$ cat config.mk
export PLATFORM = sky130hd
export DESIGN_NAME = branch_target_cache
export DESIGN_NICKNAME = d
export VERILOG_FILES = /design/src/rtl/branch_target_cache_pkg.sv /design/src/rtl/branch_target_cache_counter.sv /design/src/rtl/branch_target_cache.sv
export SDC_FILE = /design/constraint.sdc
export NUM_CORES = 2
export LEC_CHECK = 0
export CAP_MARGIN = 20
export CORE_ASPECT_RATIO = 0.5
export CORE_MARGIN = 3
export CORE_UTILIZATION = 45
export CTS_BUF_LIST = sky130_fd_sc_hd__clkbuf_2
export DETAILED_ROUTE_END_ITERATION = 16
export MAX_ROUTING_LAYER = met4
export PLACE_DENSITY_LB_ADDON = 0.25
export SLEW_MARGIN = 20
export SYNTH_ARGS = -nofsm -noshare
export SYNTH_HDL_FRONTEND = slang
export SYNTH_HIERARCHICAL = 1
export SYNTH_SLANG_ARGS = --single-unit
export TNS_END_PERCENT = 5
$ cat constraint.sdc
create_clock -name clock -period 3.4 [get_ports clock]
set_input_delay 0.68 -clock clock [delete_from_list [all_inputs] [get_ports clock]]
set_output_delay 0.68 -clock clock [all_outputs]
set_load 0.005 [all_outputs]
$ cat src/rtl/branch_target_cache_pkg.sv
// Shared definitions for the branch target cache: 2-bit counter encodings and table defaults.
// Counter MSB set means "predict taken".
package branch_target_cache_pkg;

    localparam int DEF_INDEX_BITS = 3;
    localparam int DEF_STAT_WIDTH = 16;

    typedef logic [1:0] cnt_t;

    localparam cnt_t CNT_SNT = 2'b00;
    localparam cnt_t CNT_WNT = 2'b01;
    localparam cnt_t CNT_WT  = 2'b10;
    localparam cnt_t CNT_ST  = 2'b11;

    localparam cnt_t CNT_ALLOC = CNT_WT;
    localparam cnt_t CNT_RESET = CNT_WNT;

    function automatic logic predicts_taken(input cnt_t cnt);
        return cnt[1];
    endfunction

endpackage

$ cat src/rtl/branch_target_cache_counter.sv
// 2-bit saturating predictor counter next-state: +1 on taken, -1 on not-taken, clamped at ends.
// Purely combinational, zero latency, no flow control.
module branch_target_cache_counter
    import branch_target_cache_pkg::*;
(
    input  logic [1:0] cnt_i,
    input  logic       taken_i,
    output logic [1:0] next_cnt_o
);

    always_comb begin
        next_cnt_o = cnt_i;
        if (taken_i) begin
            if (cnt_i != CNT_ST) begin
                next_cnt_o = cnt_i + 2'd1;
            end
        end else if (cnt_i != CNT_SNT) begin
            next_cnt_o = cnt_i - 2'd1;
        end
    end

endmodule

$ cat src/rtl/branch_target_cache.sv
// Direct-mapped branch target cache: zero-latency lookup on fetch_pc, trained by branch resolution.
// All state moves on negedge clock alongside the PC register; no backpressure, every update is absorbed.
module branch_target_cache
    import branch_target_cache_pkg::*;
#(
    parameter int INDEX_BITS = DEF_INDEX_BITS,
    parameter int STAT_WIDTH = DEF_STAT_WIDTH
) (
    input  logic                  clock,
    input  logic                  reset,
    input  logic                  enable,
    input  logic [31:0]           fetch_pc,
    output logic                  do_bcache,
    output logic [31:0]           bcache_pc,
    input  logic                  update_valid,
    input  logic [31:0]           update_pc,
    input  logic                  update_taken,
    input  logic [31:0]           update_target,
    input  logic                  update_predicted,
    input  logic                  invalidate_all,
    output logic                  mispredict,
    output logic [STAT_WIDTH-1:0] stat_hits,
    output logic [STAT_WIDTH-1:0] stat_mispredicts
);

    localparam int ENTRIES = 1 << INDEX_BITS;
    localparam int TAG_W   = 30 - INDEX_BITS;

    logic [ENTRIES-1:0] valid_q, valid_d;
    logic [TAG_W-1:0]   tag_q    [ENTRIES];
    logic [TAG_W-1:0]   tag_d    [ENTRIES];
    logic [31:0]        target_q [ENTRIES];
    logic [31:0]        target_d [ENTRIES];
    cnt_t               cnt_q    [ENTRIES];
    cnt_t               cnt_d    [ENTRIES];

    logic [STAT_WIDTH-1:0] hits_q, hits_d;
    logic [STAT_WIDTH-1:0] misp_q, misp_d;

    logic [INDEX_BITS-1:0] fetch_idx, upd_idx;
    logic [TAG_W-1:0]      fetch_tag, upd_tag;
    logic                  fetch_hit, upd_hit, upd_en;
    cnt_t                  upd_cnt_next;

    // Byte-offset bits never participate in indexing or tagging.
    logic unused_pc_lsbs;
    assign unused_pc_lsbs = ^{fetch_pc[1:0], update_pc[1:0]};

    assign fetch_idx = fetch_pc[INDEX_BITS+1:2];
    assign fetch_tag = fetch_pc[31:INDEX_BITS+2];
    assign upd_idx   = update_pc[INDEX_BITS+1:2];
    assign upd_tag   = update_pc[31:INDEX_BITS+2];

    assign fetch_hit = valid_q[fetch_idx] && (tag_q[fetch_idx] == fetch_tag);
    assign upd_hit   = valid_q[upd_idx] && (tag_q[upd_idx] == upd_tag);
    assign upd_en    = enable && update_valid;

    // Lookup reads the registered table, so a same-cycle update is not yet visible.
    assign do_bcache  = fetch_hit && predicts_taken(cnt_q[fetch_idx]) && reset;
    assign bcache_pc  = do_bcache ? target_q[fetch_idx] : 32'd0;
    assign mispredict = update_valid && (update_predicted != update_taken);

    assign stat_hits        = hits_q;
    assign stat_mispredicts = misp_q;

    branch_target_cache_counter u_upd_counter (
        .cnt_i      (cnt_q[upd_idx]),
        .taken_i    (update_taken),
        .next_cnt_o (upd_cnt_next)
    );

    always_comb begin
        valid_d  = valid_q;
        tag_d    = tag_q;
        target_d = target_q;
        cnt_d    = cnt_q;
        if (invalidate_all) begin
            valid_d = '0;
        end else if (upd_en) begin
            if (upd_hit) begin
                cnt_d[upd_idx] = upd_cnt_next;
                if (update_taken) begin
                    target_d[upd_idx] = update_target;
                end
            end else if (update_taken) begin
                valid_d[upd_idx]  = 1'b1;
                tag_d[upd_idx]    = upd_tag;
                target_d[upd_idx] = update_target;
                cnt_d[upd_idx]    = CNT_ALLOC;
            end
        end
    end

    // Statistics still count an update that invalidate_all dropped from the table.
    always_comb begin
        hits_d = hits_q;
        misp_d = misp_q;
        if (upd_en) begin
            if (update_predicted == update_taken) begin
                hits_d = hits_q + STAT_WIDTH'(1);
            end else begin
                misp_d = misp_q + STAT_WIDTH'(1);
            end
        end
    end

    always_ff @(negedge clock) begin
        if (!reset) begin
            valid_q <= '0;
            hits_q  <= '0;
            misp_q  <= '0;
            for (int i = 0; i < ENTRIES; i++) begin
                tag_q[i]    <= '0;
                target_q[i] <= '0;
                cnt_q[i]    <= CNT_RESET;
            end
        end else begin
            valid_q <= valid_d;
            hits_q  <= hits_d;
            misp_q  <= misp_d;
            for (int i = 0; i < ENTRIES; i++) begin
                tag_q[i]    <= tag_d[i];
                target_q[i] <= target_d[i];
                cnt_q[i]    <= cnt_d[i];
            end
        end
    end

endmodule
==> impl_results.html <==
<table>
<tr><th>Metric</th><th>Value</th></tr>
<tr><th colspan="2">Clock tree</th></tr>
<tr><td>Maximum number of buffers from clock root to sink</td><td>3</td></tr>
<tr><td>Count of hold buffers inserted by post-cts repair</td><td>0</td></tr>
<tr><td>Post-CTS clock slew at the launch and capture registers of the worst setup and hold paths</td><td>70 ps</td></tr>
<tr><td>Library cell used as clock root buffer</td><td>sky130_fd_sc_hd__clkbuf_2</td></tr>
<tr><td>Clock insertion delay at the later pin of the skew report</td><td>1070 ps</td></tr>
<tr><td>TritonCTS clock tree</td><td>yes</td></tr>
<tr><td>Maximum level of the CTS H-tree</td><td>4</td></tr>
<tr><td>Number of buffers added by the clock tree synthesis step</td><td>137</td></tr>
<tr><td>Clock sinks</td><td>528</td></tr>
<tr><th colspan="2">Power and ir drop</th></tr>
<tr><td>Power per Cell Area</td><td>396 nW/um2</td></tr>
<tr><td>Worst supply voltage drop on vdd</td><td>0.000223 V</td></tr>
<tr><td>Leakage</td><td>17.4 nW</td></tr>
<tr><th colspan="2">Drt</th></tr>
<tr><td>Post-detailed-route DRC marker count</td><td>0</td></tr>
<tr><td>WL/cell</td><td>18.3 um</td></tr>
<tr><td>Number of iterations in the first detailed-routing pass</td><td>5</td></tr>
<tr><td>Sum of met3 wire segment lengths after detailed routing</td><td>6200 um</td></tr>
<tr><td>Violation count after the first detailed-routing iteration</td><td>1908</td></tr>
<tr><td>Top layer used by detailed routing</td><td>met4</td></tr>
<tr><td>Routed via count</td><td>25000</td></tr>
<tr><td>Final wirelength</td><td>85700 um</td></tr>
<tr><td>Count of nets left with antenna violations after detail routing</td><td>0</td></tr>
<tr><td>Vias per std cell</td><td>5.34</td></tr>
<tr><td>Routed length on met1</td><td>36700 um</td></tr>
<tr><td>Sum of met2 wire segment lengths after detailed routing</td><td>40800 um</td></tr>
<tr><th colspan="2">Logic synthesis</th></tr>
<tr><td>Post-synthesis sequential area ratio</td><td>40.0%</td></tr>
<tr><td>Most common cell in the netlist</td><td>sky130_fd_sc_hd__nand2_1</td></tr>
<tr><td>Net count after synthesis</td><td>2857</td></tr>
<tr><td>Fraction of post-synthesis cell area in the top cell type by area</td><td>40.0%</td></tr>
<tr><td>Most used flip-flop cell after synthesis</td><td>sky130_fd_sc_hd__dfxtp_1</td></tr>
<tr><td>Post-synthesis average cell area</td><td>9.59 um2</td></tr>
<tr><td>Warnings from Yosys</td><td>6</td></tr>
<tr><td>Area contributors post-synth</td><td>sky130_fd_sc_hd__dfxtp_1 40%, sky130_fd_sc_hd__mux2i_1 14%, sky130_fd_sc_hd__nand2_1 11%</td></tr>
<tr><td>Gate Count Post-Synth</td><td>2752</td></tr>
<tr><td>Post-synth top cells</td><td>785 x sky130_fd_sc_hd__nand2_1, 528 x sky130_fd_sc_hd__dfxtp_1, 365 x sky130_fd_sc_hd__mux2i_1</td></tr>
<tr><td>Post-synth cell types</td><td>52</td></tr>
<tr><td>Cell type contributing the most total cell area after synthesis</td><td>sky130_fd_sc_hd__dfxtp_1</td></tr>
<tr><td>Register bit count reported by yosys</td><td>528</td></tr>
<tr><td>Async SR Flop Fraction</td><td>0%</td></tr>
<tr><td>Netlist area before placement</td><td>26400 um2</td></tr>
<tr><td>Number of enable flip-flop cells after synthesis</td><td>0</td></tr>
<tr><th colspan="2">Place</th></tr>
<tr><td>GPL Wtd Cong</td><td>0.911</td></tr>
<tr><td>Half-perimeter wire length of the detailed placement result</td><td>54100 um</td></tr>
<tr><td>Count of input and output buffers</td><td>164</td></tr>
<tr><td>Post-placement setup slack</td><td>-2300 ps</td></tr>
<tr><th colspan="2">Die</th></tr>
<tr><td>Rows</td><td>62</td></tr>
<tr><td>Placeable core region</td><td>57700 um2</td></tr>
<tr><td>Vertical die dimension</td><td>177 um</td></tr>
<tr><td>Initial standard-cell utilization of the core</td><td>45.7%</td></tr>
<tr><td>I/O pin count</td><td>169</td></tr>
<tr><td>Total die area</td><td>61800 um2</td></tr>
<tr><td>DIE WIDTH</td><td>349 um</td></tr>
<tr><th colspan="2">Hold path</th></tr>
<tr><td>Tightest Hold Check Type</td><td>register to register</td></tr>
<tr><td>Start point of the worst min-delay path</td><td>target_q[170]$_SDFFE_NN0P_</td></tr>
<tr><th colspan="2">Outcome</th></tr>
<tr><td>Outcome</td><td>finished with violations</td></tr>
<tr><td>Violated checks</td><td>setup timing</td></tr>
<tr><th colspan="2">Final layout</th></tr>
<tr><td>Post-layout nets</td><td>3945</td></tr>
<tr><td>Fraction of final layout cells with drive strength greater than 1</td><td>25.7%</td></tr>
<tr><td>Final core utilization</td><td>62.1%</td></tr>
<tr><td>Layout overhead on the synthesized area</td><td>35.8%</td></tr>
<tr><th colspan="2">Global routing</th></tr>
<tr><td>Overflow left after global routing</td><td>0</td></tr>
<tr><td>Global-route wire length before repair</td><td>134000 um</td></tr>
<tr><td>Maximum number of pins on one net before global-route repair</td><td>46</td></tr>
<tr><td>Global-route usage over all layers</td><td>28.1%</td></tr>
<tr><td>Initial antenna violation count</td><td>1</td></tr>
<tr><td>Vias in the first global route</td><td>26400</td></tr>
<tr><th colspan="2">STA</th></tr>
<tr><td>Final setup vio count</td><td>305</td></tr>
<tr><td>Slew at the pin closest to its max-slew limit</td><td>783 ps</td></tr>
<tr><td>RSZ-0062 raised after global routing</td><td>yes</td></tr>
<tr><td>Slew HR</td><td>47.8%</td></tr>
<tr><td>Count of endpoints failing hold in the final timing report</td><td>0</td></tr>
<tr><td>Maximum clock skew at final layout</td><td>91.9 ps</td></tr>
<tr><td>Final max-slew violation count</td><td>0</td></tr>
<tr><td>Final worst-path setup slack</td><td>-2880 ps</td></tr>
<tr><th colspan="2">Setup path</th></tr>
<tr><td>Setup CP Type</td><td>register to primary output</td></tr>
<tr><td>Family of cells with the greatest summed delay on the critical path</td><td>simple AND/OR/NAND/NOR gates</td></tr>
<tr><td>WP data arrival</td><td>5600 ps</td></tr>
<tr><td>Delay of the slowest cell on the worst path</td><td>480 ps</td></tr>
<tr><td>Ordered cell list for the critical path</td><td>mux4_2 -&gt; mux2i_4 -&gt; xor2_2 -&gt; nand4_1 -&gt; nor3_2 -&gt; nand4_1 -&gt; buf_6 -&gt; buf_12 -&gt; buf_12 -&gt; nor2_1 -&gt; buf_2</td></tr>
<tr><td>Data required time at the worst endpoint</td><td>2720 ps</td></tr>
<tr><td>WP buf/inv</td><td>4</td></tr>
<tr><td>Cell with the largest stage delay on the worst path</td><td>sky130_fd_sc_hd__mux4_2</td></tr>
<tr><td>Largest fanout of any net on the critical path</td><td>8</td></tr>
<tr><td>Kind of start point of the critical path</td><td>register</td></tr>
<tr><td>Reg-to-reg startpoint</td><td>tag_q[186]$_SDFFE_NN0P_</td></tr>
<tr><td>CP startpoint</td><td>tag_q[79]$_SDFFE_NN0P_</td></tr>
<tr><td>Crit end category</td><td>primary output</td></tr>
<tr><th colspan="2">Job</th></tr>
<tr><td>Maxcap violations</td><td>0</td></tr>
</table>
worst paths after layout:
| check | endpoint | slack (ps) | cells after the start |
|---|---|---|---|
| worst max-delay path | bcache_pc[1] | -2880 | 11 |
| worst min register to register | target_q[170]$_SDFFE_NN0P_ | 450 | 2 |
| worst max register to register | tag_q[196]$_SDFFE_NN0P_ | 670 | 10 |
| worst min-delay path | target_q[170]$_SDFFE_NN0P_ | 450 | 2 |
worst reg2reg max path, stage by stage (launching register included):
cell	delay, ps
sky130_fd_sc_hd__dfxtp_1	310
sky130_fd_sc_hd__buf_4	130
sky130_fd_sc_hd__mux4_2	470
sky130_fd_sc_hd__mux2i_1	230
sky130_fd_sc_hd__xnor2_1	190
sky130_fd_sc_hd__nor4_2	270
sky130_fd_sc_hd__nand4_1	190
sky130_fd_sc_hd__buf_12	230
sky130_fd_sc_hd__nand2_4	180
sky130_fd_sc_hd__buf_4	190
sky130_fd_sc_hd__mux2i_1	210
cells in the final DEF (no fill, tap or decap), types with 35 or more instances in the layout:
master / instances
sky130_fd_sc_hd__nand2_1: 783
sky130_fd_sc_hd__inv_1: 603
sky130_fd_sc_hd__dfxtp_1: 495
sky130_fd_sc_hd__buf_4: 409
sky130_fd_sc_hd__mux2i_1: 364
sky130_fd_sc_hd__a21boi_0: 256
sky130_fd_sc_hd__clkbuf_2: 139
sky130_fd_sc_hd__mux4_2: 123
sky130_fd_sc_hd__clkdlybuf4s50_1: 92
sky130_fd_sc_hd__buf_12: 77
sky130_fd_sc_hd__buf_2: 42
sky130_fd_sc_hd__buf_6: 35
routing by layer:
layer	global-route usage [%]	up-vias
li1	-	11800
met1	33.1	12100
met2	44.8	931
met3	8.67	163
met4	12.0	0
met5	-	-
through the flow:
| stage | hold WS, ps | TNS, ps | total power [mW] | area (um2) | cells |
|---|---|---|---|---|---|
| floorplan | 440 | -462480 | 7.96 | 26500 | 2752 |
| global route | 475 | -299510 | 15.3 | 35800 | 4689 |
| detailed placement | 452 | -897990 | 8.49 | 32400 | 3934 |
| finish | 453 | -285970 | 14.2 | 35800 | 4689 |
| global placement | 445 | -876780 | 8.48 | 32400 | 3934 |
| CTS | 458 | -302280 | 14.4 | 35600 | 4685 |
where the power goes:
group          internal (mW)  total [mW]  switching, mW
Combinational          0.567        1.21          0.644
Sequential              6.24        6.26         0.0138
Clock                   2.29        6.71           4.41
Total                   9.11        14.2           5.07
state kept, by name, indices dropped and copies added, names as in the netlist:
register and count:
cnt_q 16, tag_q 216, target_q 256, stat_hits 16, valid_q 8, stat_mispredicts 16
cell type report:
class | count | area (um2)
Fill cell | 4899 | 21900
Multi-Input combinational cell | 1966 | 14800
Sequential cell | 528 | 10600
Timing Repair Buffer | 661 | 6230
Clock inverter | 607 | 2410
Tap cell | 768 | 961
Clock buffer | 139 | 696
Inverter | 18 | 67.6
Antenna cell | 2 | 5.00
timing repair:
item,in CTS,in global routing
setup endpoints to repair,466,452
setup buffers,4,3
pin swaps,28,14
gates resized for setup,355,71
cloned,2,0
logic make-up (layout without fill, tap and decap cells):
logic type	count (synthesis)	after routing	share of synthesized area [%]
AOI/OAI and AO/OA	389	389	11.1
muxes	509	509	25.2
DFF	528	528	40.0
and+or+nand+nor	1009	1009	16.3
adders and majority gates	4	4	0.180
xor gates and xnor gates	55	55	1.82
buffers and inverters	258	1425	5.35
other	0	2	0
Note: power is estimated with default switching activity, not from simulation.
